## config.mk

```make
export PLATFORM = sky130hd
export DESIGN_NAME = md_unit
export DESIGN_NICKNAME = d
export VERILOG_FILES = /design/src/rtl/md_unit.sv
export SDC_FILE = /design/constraint.sdc
export NUM_CORES = 1
export LEC_CHECK = 0
export CORE_MARGIN = 10
export CORE_UTILIZATION = 55
export DETAILED_ROUTE_END_ITERATION = 8
export DONT_BUFFER_PORTS = 1
export PLACE_DENSITY_LB_ADDON = 0.1
export SLEW_MARGIN = 25
export SYNTH_ARGS = -nofsm -noshare
export SYNTH_HDL_FRONTEND = slang
export SYNTH_SLANG_ARGS = --single-unit
export TNS_END_PERCENT = 10
```

## constraint.sdc

```tcl
create_clock -name clk -period 7.8 [get_ports clk]
set_input_delay 1.17 -clock clk [delete_from_list [all_inputs] [get_ports clk]]
set_output_delay 1.17 -clock clk [all_outputs]
set_load 0.01 [all_outputs]
```

## src/rtl/md_unit.sv

```systemverilog
// Shared iterative multiply/divide engine: radix-2 shift-add multiply and restoring divide.
// Build option MD_DIVZERO_FAST_EN: divide by zero bypasses the iteration phase.
module md_unit #(
   parameter int WIDTH = 32,
   parameter int CNT_W = 6
) (
   input  logic             clk,
   input  logic             rst,
   input  logic             start,
   input  logic [1:0]       op,
   input  logic [WIDTH-1:0] src_a,
   input  logic [WIDTH-1:0] src_b,
   input  logic             annul,
   output logic             busy,
   output logic             done,
   output logic [WIDTH-1:0] hi,
   output logic [WIDTH-1:0] lo
);

   typedef enum logic [1:0] {IDLE, CALC, FIX, DONE} state_t;

`ifdef MD_DIVZERO_FAST_EN
   localparam bit DIVZ_FAST = 1'b1;
`else
   localparam bit DIVZ_FAST = 1'b0;
`endif

   localparam logic [CNT_W-1:0] LAST_CNT = CNT_W'(WIDTH - 1);

   state_t             state;
   logic [1:0]         op_r;
   logic [WIDTH-1:0]   a_mag;
   logic [WIDTH-1:0]   b_mag;
   logic               neg_res;
   logic               a_neg;
   logic               divz;
   logic [CNT_W-1:0]   cnt;
   logic [2*WIDTH-1:0] acc;

   logic               in_signed;
   logic               in_a_neg;
   logic               in_b_neg;
   logic               in_divz;
   logic [WIDTH:0]     mul_sum;
   logic [WIDTH:0]     div_trial;
   logic [WIDTH:0]     div_diff;
   logic [2*WIDTH-1:0] acc_step;
   logic [2*WIDTH-1:0] prod_neg;
   logic [WIDTH-1:0]   fix_hi;
   logic [WIDTH-1:0]   fix_lo;

   assign busy = (state == CALC) || (state == FIX);
   assign done = (state == DONE);

   assign in_signed = ~op[0];
   assign in_a_neg  = in_signed & src_a[WIDTH-1];
   assign in_b_neg  = in_signed & src_b[WIDTH-1];
   assign in_divz   = op[1] && (src_b == '0);

   // One iteration: multiply adds the multiplicand into the upper half and shifts right;
   // divide shifts the next dividend bit into the partial remainder and trial-subtracts.
   always_comb begin
      mul_sum   = {1'b0, acc[2*WIDTH-1:WIDTH]} + (acc[0] ? {1'b0, b_mag} : '0);
      div_trial = {acc[2*WIDTH-1:WIDTH], acc[WIDTH-1]};
      div_diff  = div_trial - {1'b0, b_mag};
      acc_step  = {mul_sum, acc[WIDTH-1:1]};
      if (op_r[1]) begin
         if (!div_diff[WIDTH])
            acc_step = {div_diff[WIDTH-1:0], acc[WIDTH-2:0], 1'b1};
         else
            acc_step = {div_trial[WIDTH-1:0], acc[WIDTH-2:0], 1'b0};
      end
   end

   // Sign correction; the most-negative / -1 case falls out as the natural wrap.
   always_comb begin
      prod_neg = -acc;
      fix_hi   = acc[2*WIDTH-1:WIDTH];
      fix_lo   = acc[WIDTH-1:0];
      if (!op_r[1]) begin
         if (neg_res)
            {fix_hi, fix_lo} = prod_neg;
      end else if (divz) begin
         fix_lo = '1;
         fix_hi = a_neg ? -a_mag : a_mag;
      end else begin
         if (neg_res)
            fix_lo = -acc[WIDTH-1:0];
         if (a_neg)
            fix_hi = -acc[2*WIDTH-1:WIDTH];
      end
   end

   always_ff @(posedge clk or posedge rst) begin
      if (rst) begin
         state   <= IDLE;
         op_r    <= '0;
         a_mag   <= '0;
         b_mag   <= '0;
         neg_res <= 1'b0;
         a_neg   <= 1'b0;
         divz    <= 1'b0;
         cnt     <= '0;
         acc     <= '0;
         hi      <= '0;
         lo      <= '0;
      end else if (annul) begin
         state <= IDLE;
      end else begin
         case (state)
            IDLE, DONE: begin
               if (start) begin
                  op_r    <= op;
                  a_mag   <= in_a_neg ? -src_a : src_a;
                  b_mag   <= in_b_neg ? -src_b : src_b;
                  neg_res <= in_a_neg ^ in_b_neg;
                  a_neg   <= in_a_neg;
                  divz    <= in_divz;
                  cnt     <= '0;
                  acc     <= {{WIDTH{1'b0}}, (in_a_neg ? -src_a : src_a)};
                  state   <= (DIVZ_FAST && in_divz) ? FIX : CALC;
               end else begin
                  state <= IDLE;
               end
            end
            CALC: begin
               acc <= acc_step;
               cnt <= cnt + 1'b1;
               if (cnt == LAST_CNT)
                  state <= FIX;
            end
            FIX: begin
               hi    <= fix_hi;
               lo    <= fix_lo;
               state <= DONE;
            end
            default: state <= IDLE;
         endcase
      end
   end

endmodule

```

# Word-level counts from Yosys, hierarchy flattened

Cells that the tools add are included.

Register bits after elaboration: 205
Latch bits: 0
Memory bits (writable): 0
ROM bits: 0
Bits of input ports: 70
Output and inout bits: 66
Logic and storage cells: 62
Memories kept: 0

Add/sub/neg operators: 9
$mul: 0
Divide/modulo/power cells: 0
$lt $le $gt $ge: 0
Equal/unequal tests: 6
Shift-type cells: 0
Muxes and demuxes: 22
Bitwise operators: 5
Reduce and logical (&&, ||, !) cells: 9

Operators with widths:

| operator                                                              | count |
|---|---|
| 32-bit 2-to-1 mux                                                     | 12 |
| 64-bit 2-to-1 mux                                                     | 3 |
| 32-bit negation                                                       | 5 |
| 64-bit one-hot mux with 2 select lines                                | 1 |
| 64-bit negation                                                       | 1 |
| 32-bit by 32-bit adder with 33-bit output                             | 1 |
| 33-bit by 32-bit subtractor with 33-bit output                        | 1 |
| 32-bit zero test                                                      | 1 |
| 6-bit one-hot mux with 2 select lines                                 | 1 |
| 6-bit by 1-bit adder with 6-bit output, second input constant         | 1 |
| 6-bit by 5-bit equality test with 1-bit output, second input constant | 1 |
| 6-bit 2-to-1 mux                                                      | 1 |
| 2-bit one-hot mux with 3 select lines                                 | 1 |
| 3-bit AND reduction                                                   | 2 |
| 2-bit equality test, second input constant                            | 2 |
| 2-bit 2-to-1 mux                                                      | 2 |
| 3-bit by 2-bit != test with 1-bit output, second input constant       | 1 |
| 1-bit bitwise AND                                                     | 2 |
| 2-bit by 1-bit equality test with 1-bit output, second input constant | 1 |
| 2-bit zero test                                                       | 1 |
| 2-bit != test, second input constant                                  | 1 |
| 1-bit NOT                                                             | 2 |
| 2-bit AND reduction                                                   | 1 |
| 2-bit nonzero test                                                    | 1 |
| 5 further kinds                                                       | 5 |

# Depth between registers and ports, before layout

Depth in word-level cells: 5
Gate-level depth with buffers: 14
Gate-level depth less buffers: 13

# Worst setup path before layout

No wires, ideal clock.

Path type: in2reg
From: in src_a[4]
To: reg a_mag[28]
Setup time: 135 ps
Arrival time: 3380 ps
Data required time: 7665 ps
Slack: 4285 ps
Cell stages on the path: 9
Path buffers: 0
Cells stage by stage: or3_1 > nor3b_1 > nand2_1 > or2_2 > o41ai_2 > o21ai_0 > a21oi_1 > xor2_1 > o21ai_0

Cells in the longest elaborated chain, start to end: 2

Ends and longest elaborated chain:

| what                   | line | text |
|---|---|---|
| start: declaration     | 11   | `input logic [WIDTH-1:0] src_a,` |
| 32-bit negation        | 114  | `a_mag <= in_a_neg ? -src_a : src_a;` |
| 32-bit 2-to-1 mux      | 114  |  |
| end signal: assignment | 114  |  |
| end: declaration       | 32   | `logic [WIDTH-1:0] a_mag;` |

Every way passes these cells.
A chain may end at the register's enable or synchronous reset.

# Final worst setup path

From: reg acc[0]
To: reg acc[53]

Cells in the longest elaborated chain, start to end: 4

Ends and longest elaborated chain:

| what                                      | line | text |
|---|---|---|
| start: declaration                        | 38   | `logic [2*WIDTH-1:0] acc;` |
| start signal: assignment                  | 120  | `acc <= {{WIDTH{1'b0}}, (in_a_neg ? -src_a : src_a)};` |
| start signal: assignment                  | 127  | `acc <= acc_step;` |
| 32-bit 2-to-1 mux                         | 63   | `mul_sum = {1'b0, acc[2*WIDTH-1:WIDTH]} + (acc[0] ? {1'b0, b_mag} : '0);` |
| 32-bit by 32-bit adder with 33-bit output | 63   |  |
| 64-bit 2-to-1 mux                         | 67   | `if (op_r[1]) begin` |
| 64-bit one-hot mux with 2 select lines    | 110  | `case (state)` |

Every way passes these cells.

==> results.txt <==
The area growth from synthesis to layout is 5.81%. Synthesis inferred 204 register bits. After detailed routing, the number of remaining DRC violations is 0. The worst register-to-register path begins at acc[0]$_DFFE_PP0P_. The launching instance or port of the critical path was acc[0]$_DFFE_PP0P_. The setup violation total in the final timing report is 0. The worst hold path begins at b_mag[29]$_DFFE_PP0P_. The power density normalized to cell area is 438 nW/um^2, and the sum of buffers and inverters on the critical path is 2.

The total of buffers placed on input and output ports came out at 0. The area of the multi-input gates is 10500 um^2. The worst setup path is launched from a register. Maximum resistive drop on vdd: 0.254 mV.

The post-detailed-route count of antenna-violating nets came out at 0. The width of the die came out at 193 um. Synthesis produced a netlist whose cell count is 2058. The initial utilization of the core area, before any placement, comes to 55.6%. The total number of yosys warnings is 0. Most common flop cell mapped by yosys: dfrtp_1. The logs give 0 for the count of final max-slew check failures and 14100 for the number of global-route vias before repair.

After synthesis, the cell types taking the most area are dfrtp_1, o21ai_0, xor2_1. The tree is rooted in a clkbuf_16. The routed design could run at a clock period as short as 4.10 ns. The post-synthesis cell area was 16400 um^2; the aggregate global-route resource usage was 27.4%.

The number of cells on the worst reg-to-reg path was 13; the aggregate negative setup slack was 0 ns. The cell depth of the worst hold path was 2; the final critical-path share of the clock period was 52.5%. The number of instances in the placed design is 2337, and the hold-fix buffer count after cts is 0. The tools report the number of H-tree branching levels as 1.

Number of antenna violations at the first check in global routing: 1. After synthesis, the most frequently instantiated cells are nand2_1, o21ai_0, dfrtp_1. The path type of the worst min-delay path was reg2reg. The logs give 15100 for the number of vias in the routed layout and 8.27 ns for the data required time at the worst endpoint. The logs give 27.4% for the tightest slew margin relative to the limit and 204 for the clock net sink count. Counting flops with a built-in enable in the synthesized netlist gives 0. For this run the aggregate overflow at the end of global routing stands at 0. The hold violation count in the final report was 0. Largest area contributor in the netlist: dfrtp_1. The logs give 5110 um^2 for the flip-flop and latch area and 140 for the largest net degree at the start of global routing. 136 I/O pins were placed. Among cell families on the critical path, the largest total delay comes from compound AO/OA/AOI/OAI gates. The kind of capture point of the worst setup path is a register. For flop-to-flop paths, the worst setup slack is 3.70 ns. The signal arrival time at the worst endpoint was 4.57 ns. The aggregate routed wire length was 52000 um; the height of the die was 193 um. The worst hold path terminates at b_mag[29]$_DFFE_PP0P_. Setup repair after global routing left no endpoint under its margin. Traced cell by cell, the critical path runs through inv_1 > buf_4 > nor2_1 > ha_1 > nor2b_1 > o31a_1 > a21o_1 > o311ai_0 > o211ai_1 > a31oi_1 > xnor2_1 > nand2_1 > a31oi_1.

Once detailed placement completed, the half-perimeter wirelength came to 38600 um. The placeable core region was 29500 um^2; the clock slew seen by the registers of the worst setup and hold paths was 0.06 ns. The worst-case clock skew came out at 0.0175 ns. The worst register-to-register path ends at acc[53]$_DFFE_PP0P_. The tools report the post-CTS setup-driven buffer insertion count as 0. The run gives 81000 um as the global-route wire length before repair.

The post-route netlist has 5.43% of its cells at a drive strength greater than 1. Summed over all cells, the static leakage comes to 7.47 nW. The tool flagged a number of max-cap violations equal to 0.

In this design, the critical path's most frequently occurring cell is a31oi_1. The logs give 2816 for the total of fill cells in the finished design and 3 for the number of buffers on the longest clock path. The mean instance size in the synthesized netlist is 7.96 um^2, and the die outline area is 37100 um^2. Along the worst path, the maximum fanout reaches 32.

Clock latency on the worst-skew pair, taken at its later pin, is 0.55 ns. The number of clock buffers added by TritonCTS is 24. The completed layout was analyzed and its total power is 7.59 mW. The slowest cell on the critical path was o311ai_0. The cell with the most instances after synthesis was nand2_1. The flow ran to the end, and the final reports show no timing, DRC or antenna violations. The setup path with the least slack is of type reg2reg. The run gives 31.2% as the fraction of the yosys area taken by sequential cells. For the pin with the worst max-slew slack, the measured transition is 1.08 ns.

TritonCTS built the clock tree. The top achievable clock speed came out at 0.244 GHz. The finished layout holds 2379 standard cells, fillers aside.

The synthesized net count is 2203, and the iteration-0 DRC count of the detailed router is 1350. The final layout contains 2118 nets. Gates resized during post-CTS repair numbered 0.

Routed length per instance: 21.8 um. Async set or reset register ratio after synthesis: 100%. The number of search-and-repair iterations in the first detailed-routing pass is 5. Fraction of synthesized cell area taken by the top area cell type: 31.2%. Counting distinct cell types in the post-synthesis netlist gives 78.

The number of placement rows was 63. The final weighted congestion of routability-driven global placement was 0.988. The delay contributed by the slowest stage of the critical path was 0.80 ns; the average via count per standard cell was 6.33.
==> power breakdown <==
group          internal [mW]  leakage [nW]  total, mW  switching (mW)
registers               1.51          2.58       2.28           0.770
logic                   1.65          4.52       4.19            2.54
clock network          0.655         0.373       1.13           0.473
==> metal layers <==
metal | vias up | GRT usage [%] | routed length, um
met3 | 73 | 5.62 | 4470
met1 | 7280 | 39.4 | 23700
met2 | 549 | 41.5 | 22700
met4 | 0 | 5.90 | 1060
met5 | - | 0 | 0
li1 | 7168 | - | -
==> state kept, by name, summed over array words and instances (netlist names) <==
name and cells:
acc 64, cnt 6, divz 1, a_neg 1, b_mag 32, lo 32, op_r 1, a_mag 32
neg_res 1, hi 32, state 2
==> cell type report <==
type | count | area share (%)
multi-input combinational | 1650 | 60.7
tap | 390 | 2.82
inverter | 73 | 1.65
clock inverter | 3 | 0.296
timing repair buffer | 20 | 0.866
antenna | 1 | 0.0144
sequential | 204 | 29.5
clock buffer | 38 | 4.11
==> kinds of logic after synthesis <==
group                      share of synthesized area (%)
adders and majority gates                           5.82
AOI/OAI and AO/OA                                   23.8
buffers and inverters                               4.79
xor gates and xnor gates                            12.2
muxes                                               2.96
and+or+nand+nor                                     19.2
DFF                                                 31.2
==> per-stage QoR <==
stage	worst slack [ns]	util (%)	area (um^2)	hold slack, ns
after floorplan	1.06	-	16400	0.450
after global placement	3.62	56.2	16600	0.465
after detailed placement	3.58	56.2	16600	0.471
after CTS	3.83	58.7	17300	0.484
after global routing	3.56	58.8	17300	0.502
final	3.70	58.8	17300	0.479
==> placed cells by master (no fill, tap or decap), types with 23 or more instances in the layout <==
master       n
o21ai_0    212
mux2i_1     27
nand2_1    263
nor2_1     179
dfrtp_1    201
o221ai_1    31
a21oi_1    159
o31ai_1     44
o211ai_1    28
a21o_1      30
clkbuf_16   24
nand3_1     31
nor3_1      33
xnor2_1    109
xor2_1     120
or4_1       23
inv_1       72
ha_1        73
==> how the worst max path moves through the flow <==
stage / to / slack [ns] / depth (start not counted)
after CTS: acc[53]$_DFFE_PP0P_ / 3.83 / 13
final: acc[53]$_DFFE_PP0P_ / 3.70 / 13
after global routing: acc[63]$_DFFE_PP0P_ / 3.56 / 13
after floorplan: a_mag[0]$_DFFE_PP0P_ / 1.06 / 1
after detailed placement: a_mag[30]$_DFFE_PP0P_ / 3.58 / 9
after global placement: a_mag[30]$_DFFE_PP0P_ / 3.62 / 9
==> worst reg2reg max path, stage by stage (launching register included) <==
cell	delay [ns]
dfrtp_1	0.57
inv_1	0.12
buf_4	0.39
nor2_1	0.13
ha_1	0.35
nor2b_1	0.16
o31a_1	0.29
a21o_1	0.22
o311ai_0	0.80
o211ai_1	0.31
a31oi_1	0.29
xnor2_1	0.16
nand2_1	0.07
a31oi_1	0.19
No activity file was read; power rests on OpenSTA's default activity.
